**src/rtl/dec2hex_conv.sv**
```systemverilog
// rtl/dec2hex_conv.sv - sequential packed-BCD to binary converter (reverse double-dabble)
// Validates the digits, then runs 16 shift-right/subtract-3 steps and registers the binary result.
module dec2hex_conv #(
  parameter int NDIG = 4
) (
  input  logic        clk,
  input  logic        rst,
  input  logic        CE,
  input  logic        start,
  input  logic [15:0] I,
  output logic [15:0] O,
  output logic        busy,
  output logic        done,
  output logic        err
);

  localparam int BW = NDIG * 4;

  typedef enum logic [1:0] {S_IDLE, S_CHECK, S_SHIFT, S_DONE} state_t;

  state_t          state_q, state_d;
  logic [2*BW-1:0] sr_q, sr_d;
  logic [3:0]      cnt_q, cnt_d;
  logic [BW-1:0]   o_q, o_d;
  logic            busy_q, busy_d;
  logic            done_q, done_d;
  logic            err_q, err_d;
  logic            bad_digit;

  // Shift the whole register right, then pull each BCD digit that reached 8+ back by 3.
  function automatic logic [2*BW-1:0] adj_shift(input logic [2*BW-1:0] sr);
    logic [2*BW-1:0] s;
    s = sr >> 1;
    for (int i = 0; i < NDIG; i++) begin
      if (s[BW+4*i +: 4] >= 4'd8) s[BW+4*i +: 4] = s[BW+4*i +: 4] - 4'd3;
    end
    return s;
  endfunction

  always_comb begin
    bad_digit = 1'b0;
    for (int i = 0; i < NDIG; i++) begin
      if (sr_q[BW+4*i +: 4] > 4'd9) bad_digit = 1'b1;
    end
  end

  always_comb begin
    state_d = state_q;
    sr_d    = sr_q;
    cnt_d   = cnt_q;
    o_d     = o_q;
    busy_d  = busy_q;
    done_d  = 1'b0;
    err_d   = err_q;
    if (CE) begin
      case (state_q)
        S_IDLE: begin
          if (start) begin
            sr_d    = {I, {BW{1'b0}}};
            cnt_d   = 4'd0;
            busy_d  = 1'b1;
            err_d   = 1'b0;
            state_d = S_CHECK;
          end
        end
        S_CHECK: begin
          if (bad_digit) begin
            err_d   = 1'b1;
            done_d  = 1'b1;
            busy_d  = 1'b0;
            state_d = S_IDLE;
          end else begin
            state_d = S_SHIFT;
          end
        end
        S_SHIFT: begin
          sr_d  = adj_shift(sr_q);
          cnt_d = cnt_q + 4'd1;
          if (cnt_q == 4'd15) state_d = S_DONE;
        end
        S_DONE: begin
          o_d     = sr_q[BW-1:0];
          done_d  = 1'b1;
          busy_d  = 1'b0;
          state_d = S_IDLE;
        end
        default: state_d = S_IDLE;
      endcase
    end
  end

  always_ff @(posedge clk) begin
    if (rst) begin
      state_q <= S_IDLE;
      sr_q    <= '0;
      cnt_q   <= '0;
      o_q     <= '0;
      busy_q  <= 1'b0;
      done_q  <= 1'b0;
      err_q   <= 1'b0;
    end else begin
      state_q <= state_d;
      sr_q    <= sr_d;
      cnt_q   <= cnt_d;
      o_q     <= o_d;
      busy_q  <= busy_d;
      done_q  <= done_d;
      err_q   <= err_d;
    end
  end

  assign O    = o_q;
  assign busy = busy_q;
  assign done = done_q;
  assign err  = err_q;

endmodule
```
**config.mk**
```make
export PLATFORM = sky130hd
export DESIGN_NAME = dec2hex_conv
export DESIGN_NICKNAME = d
export VERILOG_FILES = /design/src/rtl/dec2hex_conv.sv
export SDC_FILE = /design/constraint.sdc
export NUM_CORES = 1
export LEC_CHECK = 0
export CAP_MARGIN = 20
export CORE_MARGIN = 2
export CORE_UTILIZATION = 25
export DETAILED_ROUTE_END_ITERATION = 10
export SYNTH_ARGS = -nofsm -noshare
export SYNTH_HDL_FRONTEND = slang
export SYNTH_SLANG_ARGS = --single-unit
```
**constraint.sdc**
```tcl
create_clock -name clk -period 5.3 [get_ports clk]
set_input_delay 1.06 -clock clk [delete_from_list [all_inputs] [get_ports clk]]
set_output_delay 1.06 -clock clk [all_outputs]
set_load 0.1 [all_outputs]
```
==> results.toml <==
[routing]
first_pass_iters = 4
num_vias = 2083
drc = 0
routed_via_density = 4.54
wirelength_mm = 5.77
post_drt_wl_per_cell_microns = 12.6
first_iter_violations = 100
postRouteAntennaNets = 0

[clock_tree]
clk_pin_slew_ns = 0.07
hold_buffers = 0
htreeDepth = 3
cts_tree = "done"
cts_buffers = 9
clock-root-buffer = "clkbuf_8"
cts.repair.resized = 0
clkSinkCount = 57
insertion_delay_ns = 0.33
clk_path_buf_depth = 2
cts_setup_buffers = 0

[die]
fp.coreArea_sq_um = 9730
dieArea_sq_um = 10800
start_util_pct = 25.6
die_w_microns = 104
io_pins = 39
row_count = 36
die_h_microns = 104

[status]
outcome = "finished clean"

[sta]
post-route-period-util_pct = 54.5
worstMarginPinSlew_ns = 1.09
postLayoutSetupSlackWorst_ns = 2.41
setup_viol = 0
setup-tns-final_ns = 0
drv_slew = 0
rsz0062_at_grt = "false"
fin_crit_ns = 2.89
maxSlewHeadroom_pct = 27.4
clock_skew_ns = 0.00965
hold_violations = 0
fmax_mhz = 346

[power]
p_leak_nw = 1.10
p_per_area_nw_per_um2 = 319
vdd_drop_max_mv = 0.0965

[critical_path]
critPathBufInv = 1
cp_max_fo = 2
arrival_ns = 1.83
endpoint_kind = "output port"
start_kind = "flip-flop"
critical_path.slowest_cell = "clkdlybuf4s50_1"
cpLargestDelayFamily = "buffers and inverters"
cpPeakStageDelay_ns = 1.15
crit_path_cell_trace = "clkdlybuf4s50_1"
critPathRequiredTime_ns = 4.24
critPathKind = "reg -> out"

[layout]
final_nets = 352
layout-drive-gt1-share_pct = 7.06
diodes = 0
synthToLayoutAreaGrowth_pct = 27.8
final_cell_count_no_fill = 459

[logic_synthesis]
synth_area_leader_cell = "dfxtp_1"
ys_seq_area_share_pct = 45.7
synthesis.area_sq_um = 2490
yosys-top-cells-area = "dfxtp_1 46%, nand2_1 8.3%, a21oi_1 5.8%"
ys_types = 37
syn-num-nets = 321
avgSynthCellArea_sq_um = 8.60
synth_top_area_share_pct = 45.7
ys_warn_count = 0
postSynthCellCount = 290
ys_seq_elements = 57

[placed_design]
io_buffer_count = 38
hpwl_mm = 3.84
place_ws_ns = 2.29
placed_cells = 443
finalWeightedCongestion = 0.738

[global_routing]
grt_use_total_pct = 10.9
grt_start_max_net_pins = 59
grt_pass1_vias = 1981
grt-ovfl-total = 0
grt_pass1_wl_mm = 9.54
antenna_found_initial = 0

[job]
cap_violations = 0

[min_path]
hold_class = "reg -> reg"
[cell usage in the layout (no fill, tap or decap), types with 5 or more instances in the layout]
cell type	synthesis	layout
dfxtp_1	57	57
nand2_1	55	55
clkdlybuf4s50_1	0	37
a21oi_1	29	29
nor2_1	22	22
a22oi_1	18	18
ha_1	11	11
inv_1	10	10
clkbuf_8	0	10
o221ai_1	6	6
a31oi_1	5	5
nand2b_1	5	5
nand3_1	5	5
xor2_1	5	5
o21ai_0	5	5
[sequential cells by signal, summed over array words and instances (netlist names), named ones only]
register and cells:
O 16, cnt_q 4, done 1, sr_q 32, busy 1, state_q 1
err 1
[cell type report]
| type | count | area, sq um |
|---|---|---|
| multi-input cells | 205 | 1220 |
| clock buffers | 11 | 141 |
| repair buffers | 38 | 375 |
| well taps | 133 | 166 |
| flip-flops and latches | 57 | 1140 |
| inverters | 10 | 37.5 |
| clock inverters | 5 | 103 |
| fillers | 1045 | 6540 |
[through the flow]
step	cell area [sq um]	hold WS [ns]	utilization, %	power, mW
6_report	3190	0.454	32.8	1.02
3_3_place_gp	2950	0.445	30.3	0.528
5_1_grt	3190	0.476	32.8	1.06
2_1_floorplan	2490	0.432	-	0.504
4_1_cts	3190	0.458	32.8	1.03
3_5_place_dp	2950	0.448	30.3	0.530
[cells in the mapped netlist, drive strengths merged]
| master | instances |
|---|---|
| dfxtp | 57 |
| nand2 | 56 |
| a21oi | 29 |
| nor2 | 22 |
| a22oi | 18 |
| buf | 11 |
| ha | 11 |
| inv | 10 |
| o21ai | 9 |
| clkbuf | 7 |
| o221ai | 6 |
| a31oi | 5 |
| nand2b | 5 |
| nand3 | 5 |
| xor2 | 5 |
| mux2i | 4 |
| a211oi | 3 |
| a22o | 3 |
| a31o | 3 |
| nor3 | 3 |
| xnor2 | 3 |
| and2 | 2 |
| and3 | 2 |
| nand4 | 2 |
| o31ai | 2 |
| or4 | 2 |
| mux2 | 1 |
| nor2b | 1 |
| nor3b | 1 |
| nor4 | 1 |
| or2 | 1 |
[layer usage]
layer | global-route usage [%] | vias up | share of wire, %
li1 | - | 1071 | -
met1 | 13.5 | 968 | 47
met2 | 17.4 | 40 | 48
met3 | 3.26 | 4 | 4.4
met4 | 5.21 | 0 | 0.85
met5 | 0 | - | 0
[cell families after synthesis]
family / count (synthesis) / synth area share [%]
buf+inv: 28 / 5.17
xor+xnor: 8 / 2.81
flops: 57 / 45.7
simple gates: 103 / 18.0
mux: 5 / 2.21
compound gates: 78 / 20.6
fa+ha+maj: 11 / 5.52
[power by group]
| part | internal (mW) | switching, mW |
|---|---|---|
| Combinational | 0.0309 | 0.0428 |
| Clock | 0.324 | 0.174 |
| Sequential | 0.437 | 0.00955 |
[final timing paths]
path,from,to,slack (ns),depth (start not counted)
worst max-delay path,O[8]$_SDFFE_PP0P_,O[8],2.41,1
worst min-delay path,O[1]$_SDFFE_PP0P_,O[1]$_SDFFE_PP0P_,0.45,2
worst max register to register,state_q[0]$_SDFFE_PP0P_,sr_q[22]$_SDFFE_PP0P_,2.99,5
worst min register to register,O[1]$_SDFFE_PP0P_,O[1]$_SDFFE_PP0P_,0.45,2
Power figures use the tool's default switching activity.
